===== src/rtl/instruction_fetch_queue_if.sv =====
// instruction_fetch_queue_if: bundles the redirect, decode, I-cache and occupancy signals of the fetch queue
// Ports (master = fetch queue, slave = surrounding pipeline/cache):
//   redirect, redirect_pc            taken branch/jump and its target
//   id_ready, id_valid, id_pc, id_instr  decode handshake on the queue head
//   inst_read, inst_addr, inst_resp, inst_rdata  I-cache request/response
//   queue_count                      current queue occupancy
interface instruction_fetch_queue_if #(
  parameter int DEPTH = 4
);
  logic                     redirect;
  logic [31:0]              redirect_pc;
  logic                     id_ready;
  logic                     id_valid;
  logic [31:0]              id_pc;
  logic [31:0]              id_instr;
  logic                     inst_read;
  logic [31:0]              inst_addr;
  logic                     inst_resp;
  logic [31:0]              inst_rdata;
  logic [$clog2(DEPTH):0]   queue_count;
  modport master (
    input  redirect, redirect_pc, id_ready, inst_resp, inst_rdata,
    output id_valid, id_pc, id_instr, inst_read, inst_addr, queue_count
  );
  modport slave (
    output redirect, redirect_pc, id_ready, inst_resp, inst_rdata,
    input  id_valid, id_pc, id_instr, inst_read, inst_addr, queue_count
  );
endinterface


===== src/rtl/instruction_fetch_queue.sv =====
// instruction_fetch_queue: prefetching fetch stage with a DEPTH-entry {pc, instr} queue between I-cache and decode
// Ports:
//   clk  rising-edge clock
//   rst  asynchronous active-low reset
//   bus  instruction_fetch_queue_if.master (redirect, decode handshake, I-cache port, queue_count)
module instruction_fetch_queue #(
  parameter int          DEPTH    = 4,
  parameter logic [31:0] RESET_PC = 32'h0000_0060,
  parameter logic [31:0] NOP_WORD = 32'h0000_0013
) (
  input logic clk,
  input logic rst,
  instruction_fetch_queue_if.master bus
);
  localparam int AW = $clog2(DEPTH);
  localparam int CW = AW + 1;
  typedef enum logic {FETCH, DRAIN} state_e;
  state_e          state_q, state_d;
  logic [31:0]     pc_q    [DEPTH];
  logic [31:0]     instr_q [DEPTH];
  logic [AW-1:0]   head_q, head_d, tail_q, tail_d;
  logic [CW-1:0]   cnt_q, cnt_d;
  logic [31:0]     fetch_pc_q, fetch_pc_d, addr_q, addr_d;
  logic            req_q, req_d;
  logic            valid, hold, push, pop;
  assign valid = cnt_q != '0;
  // request stays outstanding into the next cycle
  assign hold  = req_q && !bus.inst_resp;
  assign push  = state_q == FETCH && req_q && bus.inst_resp && !bus.redirect;
  assign pop   = valid && bus.id_ready && !bus.redirect;
  assign bus.id_valid    = valid;
  assign bus.id_pc       = pc_q[head_q];
  assign bus.id_instr    = valid ? instr_q[head_q] : NOP_WORD;
  assign bus.inst_read   = req_q;
  assign bus.inst_addr   = addr_q;
  assign bus.queue_count = cnt_q;
  always_comb begin
    // DRAIN always has a request pending, so hold there just means "no response yet"
    state_d    = state_q == FETCH ? (bus.redirect && hold ? DRAIN : FETCH) : (hold ? DRAIN : FETCH);
    head_d     = bus.redirect ? '0 : head_q + AW'(pop);
    tail_d     = bus.redirect ? '0 : tail_q + AW'(push);
    cnt_d      = bus.redirect ? '0 : cnt_q + CW'(push) - CW'(pop);
    fetch_pc_d = bus.redirect ? {bus.redirect_pc[31:2], 2'b00} : push ? fetch_pc_q + 32'd4 : fetch_pc_q;
    // a new request only needs room for its own response once the old one has retired
    req_d      = hold || cnt_d < CW'(DEPTH);
    addr_d     = hold ? addr_q : fetch_pc_d;
  end
  always_ff @(posedge clk or negedge rst) begin
    if (!rst) begin
      state_q    <= FETCH;
      head_q     <= '0;
      tail_q     <= '0;
      cnt_q      <= '0;
      fetch_pc_q <= RESET_PC;
      addr_q     <= RESET_PC;
      req_q      <= 1'b0;
      for (int i = 0; i < DEPTH; i++) begin
        pc_q[i]    <= '0;
        instr_q[i] <= '0;
      end
    end else begin
      state_q    <= state_d;
      head_q     <= head_d;
      tail_q     <= tail_d;
      cnt_q      <= cnt_d;
      fetch_pc_q <= fetch_pc_d;
      addr_q     <= addr_d;
      req_q      <= req_d;
      if (push) begin
        pc_q[tail_q]    <= fetch_pc_q;
        instr_q[tail_q] <= bus.inst_rdata;
      end
    end
  end
endmodule


===== src/flat_wrapper.sv =====
// flat-port wrapper written by rule: the top's interface ports become plain ports
module instruction_fetch_queue_flat 
#(
  parameter int          DEPTH    = 4,
  parameter logic [31:0] RESET_PC = 32'h0000_0060,
  parameter logic [31:0] NOP_WORD = 32'h0000_0013
)
  (clk, rst, bus_redirect, bus_redirect_pc, bus_id_ready, bus_inst_resp, bus_inst_rdata, bus_id_valid, bus_id_pc, bus_id_instr, bus_inst_read, bus_inst_addr, bus_queue_count);
  instruction_fetch_queue_if #(.DEPTH(DEPTH)) bus_i ();
  input logic clk;
  input logic rst;
  input wire logic [$bits(bus_i.redirect)-1:0] bus_redirect;
  input wire logic [$bits(bus_i.redirect_pc)-1:0] bus_redirect_pc;
  input wire logic [$bits(bus_i.id_ready)-1:0] bus_id_ready;
  input wire logic [$bits(bus_i.inst_resp)-1:0] bus_inst_resp;
  input wire logic [$bits(bus_i.inst_rdata)-1:0] bus_inst_rdata;
  output wire logic [$bits(bus_i.id_valid)-1:0] bus_id_valid;
  output wire logic [$bits(bus_i.id_pc)-1:0] bus_id_pc;
  output wire logic [$bits(bus_i.id_instr)-1:0] bus_id_instr;
  output wire logic [$bits(bus_i.inst_read)-1:0] bus_inst_read;
  output wire logic [$bits(bus_i.inst_addr)-1:0] bus_inst_addr;
  output wire logic [$bits(bus_i.queue_count)-1:0] bus_queue_count;
  assign bus_i.redirect = bus_redirect;
  assign bus_i.redirect_pc = bus_redirect_pc;
  assign bus_i.id_ready = bus_id_ready;
  assign bus_i.inst_resp = bus_inst_resp;
  assign bus_i.inst_rdata = bus_inst_rdata;
  assign bus_id_valid = bus_i.id_valid;
  assign bus_id_pc = bus_i.id_pc;
  assign bus_id_instr = bus_i.id_instr;
  assign bus_inst_read = bus_i.inst_read;
  assign bus_inst_addr = bus_i.inst_addr;
  assign bus_queue_count = bus_i.queue_count;
  instruction_fetch_queue #(.DEPTH(DEPTH), .RESET_PC(RESET_PC), .NOP_WORD(NOP_WORD)) u_core (.clk(clk), .rst(rst), .bus(bus_i));
endmodule

===== config.mk =====
export PLATFORM = sky130hd
export DESIGN_NAME = instruction_fetch_queue_flat
export DESIGN_NICKNAME = d
export VERILOG_FILES = /design/src/rtl/instruction_fetch_queue_if.sv /design/src/rtl/instruction_fetch_queue.sv /design/src/flat_wrapper.sv
export SDC_FILE = /design/constraint.sdc
export NUM_CORES = 1
export LEC_CHECK = 0
export ABC_AREA = 1
export CAP_MARGIN = 0
export CORE_UTILIZATION = 35
export CTS_BUF_LIST = sky130_fd_sc_hd__clkbuf_4 sky130_fd_sc_hd__clkbuf_8
export DETAILED_ROUTE_END_ITERATION = 12
export DONT_BUFFER_PORTS = 1
export PLACE_DENSITY = 0.49
export SLEW_MARGIN = 20
export SYNTH_ARGS = -nofsm -noshare
export SYNTH_HDL_FRONTEND = slang
export SYNTH_SLANG_ARGS = --single-unit

===== constraint.sdc =====
create_clock -name clk -period 3.2 [get_ports clk]
set_input_delay 0.32 -clock clk [delete_from_list [all_inputs] [get_ports clk]]
set_output_delay 0.32 -clock clk [all_outputs]
set_load 0.01 [all_outputs]

==> qor_table.md, run 1 <==
| Stage | Quantity | This run |
|---|---|---|
| critical path | Type of the worst setup path | register to output port |
| critical path | CP max stage delay | 0.50 ns |
| logic synthesis | Syn. warnings | 0 |
| route | DRC Markers | 0 |
| cts | Cell chosen for the clock root | clkbuf_8 |
| critical path | Worst r2r src | u_core.bus.queue_count[1]$_DFF_PN0_ |
| sta | Least-Margin Pin Slew | 1.46 ns |
| placed design | Total cell area at the placement stage | 15,300 um^2 |
| min path | Classification of the worst-slack hold path | primary input to asynchronous set/reset pin |
| layout | Area growth syn-to-layout | 16.5% |
| sta | Number of max-slew violations in the final report | 0 |
| logic synthesis | Synthesized cell area | 14,800 um^2 |
| placed design | Final estimated routing congestion in global placement | 0.817 |
| critical path | Arrival time of the worst setup path | 2.69 ns |
| global route | First-pass GRT wire length | 67,800 um |
| power | Maximum ir drop on the vdd rail | 0.306 mV |
| cts | Number of clock buffers inserted by TritonCTS | 57 |
| layout | Final core utilization | 41.8% |
| global route | Largest net degree at the start of global routing | 330 |
| logic synthesis | Mapped Cells | 1,791 |
| floorplan | Total Die Area | 43,100 um^2 |
| layout | Post-layout nets | 1,905 |
| floorplan | Placement Rows | 74 |
| logic synthesis | Number of storage elements in the synthesis netlist | 329 |
| critical path | Depth of the most critical reg-to-reg path | 12 |
| critical path | Reg-to-reg slack, setup | 0.69 ns |
| route | WL/cell | 17.2 um |
| power | Leak pwr | 8.08 nW |
| critical path | Critical path, cell by cell | or2_2 -> nor2_2 -> buf_4 -> inv_1 -> o311ai_0 -> buf_4 |
| critical path | Top fanout value on the critical path | 30 |
| route | Antenna-violating nets left | 0 |
| logic synthesis | Proportion of synthesized chip area in sequential cells | 55.7% |
| logic synthesis | EDFF count, synth | 0 |
| floorplan | Die Span X | 208 um |
| route | Vias | 12,100 |
| floorplan | Core footprint | 41,300 um^2 |
| layout | Post-route cell area | 17,200 um^2 |
| critical path | Type of element capturing the critical path | output port |
| logic synthesis | Per-instance average area after synthesis | 8.26 um^2 |
| sta | Count of final hold-check violations | 325 |
| critical path | CP max-delay cell | dfrtp_1 |
| critical path | Critical path launch point type | register |
| cts | Clock Path Buffers | 3 |
| placed design | Dpl hpwl | 24,400 um |
| route | Drt first pass iters | 6 |
| power | PnR Total Power | 13.5 mW |
| sta | Hold slack | -0.587 ns |
| route | Total wire length after detailed routing | 41,500 um |
| global route | GRT Resource Usage Total | 19.7% |
| cts | TritonCTS clock tree | built |
| floorplan | Die Ht | 208 um |
| cts | Post-CTS setup-driven buffer insertion count | 0 |
| logic synthesis | Number of nets produced by synthesis | 1,866 |
| sta | RSZ-0062 raised after global routing | no |
| route | Drt first-iter violations | 899 |
| critical path | Cell seen most often among critical-path stages | buf_4 |
| floorplan | Starting Density | 35.8% |
| sta | Maximum achievable frequency | 332 MHz |
| critical path | Cell family with the largest share of critical-path delay | buffers and inverters |
| floorplan | Top-level I/O count | 170 |
| sta | Final worst path period need | 3.01 ns |
| critical path | Buffers plus inverters on the worst setup path | 3 |
| sta | Portion of the clock cycle consumed by the worst path in the final layout | 94.2% |
| critical path | Reg-to-reg critical path endpoint | u_core.bus.inst_read$_DFF_PN0_ |
| sta | Setup violators final | 0 |
| job | Number of maximum-capacitance violations | 0 |
| logic synthesis | Share of flip-flops with an asynchronous set or reset | 100% |
| route | Drt via density | 5.01 |
| logic synthesis | Prevailing post-synth register cell | dfrtp_1 |
| critical path | Critical path required time | 2.88 ns |
| power | Power per standard cell area | 785 nW/um^2 |
| global route | Vias in the first global route | 12,200 |
| global route | Antenna violations before repair | 0 |
| cts | Clock-pin slew of the registers on the worst-case setup and hold paths | 0.06 ns |
| logic synthesis | Number of distinct library cells after synthesis | 38 |
| sta | Worst slew margin | 2.79% |
| sta | Fin Setup TNS | 0 ns |
| status | Status | finished, violations left |
| placed design | Number of I/O port buffers | 0 |
| sta | Setup clock skew after layout | 0.0230 ns |
| cts | Clock tree sinks | 329 |
| layout | Share of post-route cells with drive strength above 1 | 9.54% |
| cts | Clock H-tree levels | 2 |
| status | Failing checks | hold timing |
| cts | Insertion delay to the later sink of the worst-skew pair | 0.63 ns |
| layout | Diode insertion count for antenna repair | 0 |
| global route | Global route total overflow | 0 |
| cts | Number of buffers inserted by hold repair at cts | 65 |
-- kinds of logic (layout without fill, tap and decap cells) --
family | count (synthesis) | in the layout | share of synthesized area [%]
DFF | 329 | 329 | 55.7
buffers and inverters | 213 | 299 | 5.76
adders and majority gates | 6 | 6 | 0.558
xor gates and xnor gates | 9 | 9 | 0.533
AOI/OAI and AO/OA | 482 | 482 | 16.9
and+or+nand+nor | 752 | 752 | 20.6
-- final cells by class --
| cell class | count | area [um^2] |
|---|---|---|
| Tap cell | 532 | 666 |
| Inverter | 96 | 364 |
| Clock buffer | 93 | 1150 |
| Sequential cell | 329 | 8240 |
| Timing Repair Buffer | 97 | 938 |
| Multi-Input combinational cell | 1249 | 5760 |
| Clock inverter | 13 | 120 |
| Fill cell | 4258 | 24100 |
-- power by group --
| group | switching [mW] | total [mW] | internal, mW | leakage (nW) |
|---|---|---|---|---|
| Sequential | 0.668 | 5.91 | 5.24 | 4.27 |
| Combinational | 2.27 | 3.43 | 1.16 | 3.13 |
| Clock | 1.76 | 4.20 | 2.44 | 0.681 |
-- Yosys cell counts, types with 5 or more instances --
library cell	n	share of area (%)
inv_1	93	2.4
ha_1	5	0.42
o21ai_0	346	12
xor2_1	8	0.47
clkbuf_1	71	1.8
dfrtp_1	325	55
o21ai_1	47	1.6
a21oi_1	34	1.1
nand3_1	46	1.6
or2_2	13	0.55
nor2_1	240	6.1
nand4_1	8	0.34
buf_1	14	0.36
nand2_1	425	11
a31oi_1	8	0.34
a21boi_0	8	0.41
o22ai_1	32	1.4
buf_2	30	1.0
-- metal layers --
metal	GRT usage, %	part of all wire (%)	up-vias
met4	5.90	1.8	0
met5	0	0	-
met2	31.7	45	304
met3	4.34	6.3	62
li1	-	-	5932
met1	26.6	47	5769
-- how the worst max path moves through the flow --
stage | end | cells after the start | from | slack, ns
finish | bus_id_instr[1] | 6 | u_core.bus.queue_count[1]$_DFF_PN0_ | 0.19
global route | bus_id_instr[1] | 6 | u_core.bus.queue_count[1]$_DFF_PN0_ | 0.02
CTS | bus_id_instr[1] | 6 | u_core.bus.queue_count[1]$_DFF_PN0_ | 0.06
detailed placement | u_core.bus.inst_read$_DFF_PN0_ | 12 | u_core.bus.queue_count[1]$_DFF_PN0_ | 0.66
global placement | u_core.bus.inst_read$_DFF_PN0_ | 12 | u_core.bus.queue_count[1]$_DFF_PN0_ | 0.66
floorplan | u_core.bus.inst_read$_DFF_PN0_ | 13 | u_core.bus.queue_count[1]$_DFF_PN0_ | 0.65
-- state kept, by name, indices dropped and copies added, names as in the netlist --
register and count:
u_core.state_q 1, u_core.fetch_pc_q 32, u_core.pc_q 128, u_core.instr_q 128, u_core.bus.inst_read 1, u_core.bus.inst_addr 32
u_core.bus.queue_count 3, u_core.head_q 2, u_core.tail_q 2
-- layout by cell type (no fill, tap or decap), types with 4 or more instances in the layout --
cell type      Yosys  routed
clkinv_2           1      10
o22ai_1           32      32
o21ai_1           47      47
nand3_4            2       4
dfstp_2            4       4
clkbuf_8           0      73
nand3_1           46      44
or2_2             13      13
inv_1             93      92
nor2_2             3       5
dlygate4sd3_1      0      64
clkbuf_4           0      20
a21oi_1           34      34
ha_1               5       5
buf_4              0      29
nand2_1          425     423
nand4_1            8       8
and2_1             4       4
nor2_1           240     238
dfrtp_1          325     323
xor2_1             8       8
buf_12             0       4
a31oi_1            8       8
a21boi_0           8       8
o21ai_0          346     346
-- repair_timing --
action | CTS | global route
hold endpoints to repair | 528 | 329
gates resized for setup | 0 | 0
setup endpoints to repair | 0 | 0
-- metrics by stage --
step | worst slack (ns) | std cells
after floorplan | 0.649 | 1791
after global placement | 0.665 | 2238
after detailed placement | 0.663 | 2238
after CTS | 0.0587 | 2409
after global routing | 0.0239 | 2409
final | 0.185 | 2409
No activity file was read; power rests on OpenSTA's default activity.
==> inputs of run 2 (changes only) <==
CTS_CLUSTER_DIAMETER = 40   (was not set)
SETUP_SLACK_MARGIN = 0.4   (was not set)
clock period = 3.01 ns   (was 3.2 ns; I/O delays follow)
==> qor_table.md, run 2 (synthesis results as in run 1) <==
| Stage | Quantity | This run | vs previous |
|---|---|---|---|
| status | Status | finished, violations left |  |
| status | Failing checks | hold timing |  |
| cts | Clock-pin slew of the registers on the worst-case setup and hold paths | 0.05 ns | about the same |
| critical path | Cell family with the largest share of critical-path delay | flip-flops |  |
| sta | Final worst path period need | 2.53 ns |  |
| layout | Share of post-route cells with drive strength above 1 | 11.7% | +2.2 points |
| power | Reg power frac | 41.7% | -2.0 points |
| power | Combinational group share of total power | 26.7% | +1.4 points |
| critical path | Buffers plus inverters on the worst setup path | 2 | -1 |
| layout | Post-layout nets | 1,932 | +1.4% |
| sta | Setup clock skew after layout | 0.0387 ns | +0.0157 ns |
| global route | Met2 Track Usage GR | 30.9% | -0.85 points |
| critical path | Type of element capturing the critical path | output port |  |
| sta | Final Worst Setup Slack | 0.479 ns | +0.294 ns |
| global route | Met3 demand-to-capacity share in global routing | 4.92% | +0.57 points |
| cts | Number of buffers inserted by hold repair at cts | 64 | -1.5% |
| route | WL/cell | 17.2 um | +0.14% |
| placed design | Dpl hpwl | 24,400 um | about the same |
| floorplan | Starting Density | 35.8% | unchanged |
| floorplan | Placement Rows | 74 | unchanged |
| sta | Least-Margin Pin Slew | 0.919 ns | -0.539 ns |
| power | Power per standard cell area | 856 nW/um^2 | +9.0% |
| power | PnR Total Power | 15.1 mW | +12% |
| critical path | Type of the worst setup path | register to output port |  |
| critical path | Reg-to-reg slack, setup | 0.64 ns | -0.05 ns |
| job | Number of maximum-capacitance violations | 0 | unchanged |
| layout | Area growth syn-to-layout | 19.4% |  |
| route | DRC Markers | 0 | unchanged |
| cts | TritonCTS clock tree | built |  |
| min path | Classification of the worst-slack hold path | primary input to asynchronous set/reset pin |  |
| floorplan | Total Die Area | 43,100 um^2 | unchanged |
| power | Maximum ir drop on the vdd rail | 0.404 mV | +32% |
| placed design | Number of I/O port buffers | 0 | unchanged |
| sta | RSZ-0062 raised after global routing | yes |  |
| critical path | CP max-delay cell | dfrtp_4 |  |
| critical path | Critical path, cell by cell | inv_4 -> buf_16 -> o21ai_0 -> a21oi_1 |  |
| power | Cell internal power dissipation | 9.87 mW | +12% |
| global route | First-pass GRT wire length | 67,400 um | -0.60% |
| critical path | CP max stage delay | 0.59 ns | +0.09 ns |
| placed design | Setup WS pre-CTS | 0.583 ns | -0.0801 ns |
| global route | Global-route layer with the greatest usage | met2 |  |
| power | Proportion of power drawn by the clock network | 31.7% | +0.7 points |
| floorplan | Die Ht | 208 um | unchanged |
| layout | Biggest regs | u_core.instr_q: 128 flops, u_core.pc_q: 128 flops |  |
| placed design | Final estimated routing congestion in global placement | 0.795 | -2.7% |
| global route | Vias in the first global route | 12,200 | +0.30% |
| layout | Most frequent standard cell in the layout excluding fill and tap cells | nand2_1 |  |
| sta | Worst slew margin | 38.7% | +36 points |
| route | Antenna-violating nets left | 0 | unchanged |
| sta | Hold slack | -0.573 ns | +0.0145 ns |
| route | Drt first pass iters | 5 | -1 |
| critical path | Critical path required time | 2.71 ns | -0.17 ns |
| power | Leak pwr | 8.25 nW | +2.2% |
| power | Share of total power consumed by net switching | 34.7% | about the same |
| sta | Fin Setup TNS | 0 ns | unchanged |
| critical path | Top fanout value on the critical path | 61 | +100% |
| power | Switching pwr | 5.25 mW | +12% |
| cts | Cell chosen for the clock root | clkbuf_8 |  |
| critical path | Arrival time of the worst setup path | 2.23 ns | -0.46 ns |
| global route | Largest net degree at the start of global routing | 330 | unchanged |
| route | Drt via density | 5.01 | about the same |
| route | Drt first-iter violations | 880 | -2.1% |
| floorplan | Die Span X | 208 um | unchanged |
| cts | Number of clock buffers inserted by TritonCTS | 68 | +19% |
| sta | Number of max-slew violations in the final report | 0 | unchanged |
| global route | Global route total overflow | 0 | unchanged |
| cts | Clock tree sinks | 329 | unchanged |
| sta | Setup violators final | 0 | unchanged |
| floorplan | Core footprint | 41,300 um^2 | unchanged |
| placed design | Total cell area at the placement stage | 15,500 um^2 | +1.0% |
| cts | Clock H-tree levels | 3 | +1 |
| critical path | Critical path launch point type | register |  |
| route | Total wire length after detailed routing | 41,900 um | +1.0% |
| cts | Insertion delay to the later sink of the worst-skew pair | 0.61 ns | -0.02 ns |
| cts | Clock Path Buffers | 3 | unchanged |
| global route | GRT Resource Usage Total | 19.6% | -0.11 points |
| floorplan | Top-level I/O count | 170 | unchanged |
| sta | Maximum achievable frequency | 395 MHz |  |
| global route | Met1 demand-to-capacity share in global routing | 26.5% | -0.16 points |
| route | Vias | 12,200 | +0.93% |
| sta | Count of final hold-check violations | 329 | +1.2% |
| global route | Antenna violations before repair | 1 | +1 |
| layout | Most used cells in the layout excluding fill and tap cells | 423 x nand2_1, 346 x o21ai_0, 322 x dfrtp_1 |  |
| layout | Post-route cell area | 17,700 um^2 | +2.5% |
| sta | Portion of the clock cycle consumed by the worst path in the final layout | 84.1% |  |
==> run 2: area by class of cell <==
class                   instances  area, um^2
well taps                     532         666
fillers                      4219       23600
inverters                      96         367
clock inverters                19         206
multi-input cells            1249        5870
diodes                          1        2.50
flip-flops and latches        329        8240
repair buffers                113        1150
clock buffers                  91        1170
==> run 2: metal layers <==
metal	up-vias	wire [um]
met2	303	18800
met3	65	2520
met5	-	0
met4	0	732
li1	5980	-
met1	5831	19800
==> run 2: worst paths after layout <==
path | startpoint | endpoint | cells past startpoint
worst min-delay path | rst | u_core.instr_q[74]$_DFFE_PN0P_ | 0
worst max register to register | u_core.bus.queue_count[2]$_DFF_PN0_ | u_core.bus.inst_read$_DFF_PN0_ | 12
min in group clk | bus_inst_resp | u_core.bus.inst_addr[24]$_DFFE_PN0N_ | 4
worst min register to register | u_core.instr_q[33]$_DFFE_PN0P_ | u_core.instr_q[33]$_DFFE_PN0P_ | 2
max in group asynchronous | rst | u_core.instr_q[103]$_DFFE_PN0P_ | 0
worst max-delay path | u_core.head_q[0]$_DFF_PN0_ | bus_id_instr[6] | 4
==> run 2: through the flow <==
| stage | utilization, % | cells |
|---|---|---|
| CTS | 42.5 | 2427 |
| global placement | 37.4 | 2252 |
| detailed placement | 37.4 | 2252 |
| global route | 42.8 | 2430 |
| finish | 42.8 | 2430 |
| floorplan | - | 1791 |
==> run 2: timing repair <==
item                                   CTS  global route
endpoints found under the hold margin  529           329
cloned                                   0             1
setup endpoints to repair               48            29
gates resized for setup                 11            19
buffers inserted                         1             1
==> run 2: power groups by stage <==
stage          Clock (mW)  Sequential (mW)  Combinational [mW]
2_1_floorplan           0             6.17                2.63
4_1_cts              4.96             6.29                3.98
3_3_place_gp            0             6.35                3.77
3_5_place_dp            0             6.37                3.82
5_1_grt              5.16             6.45                4.59
6_report             4.79             6.30                4.03
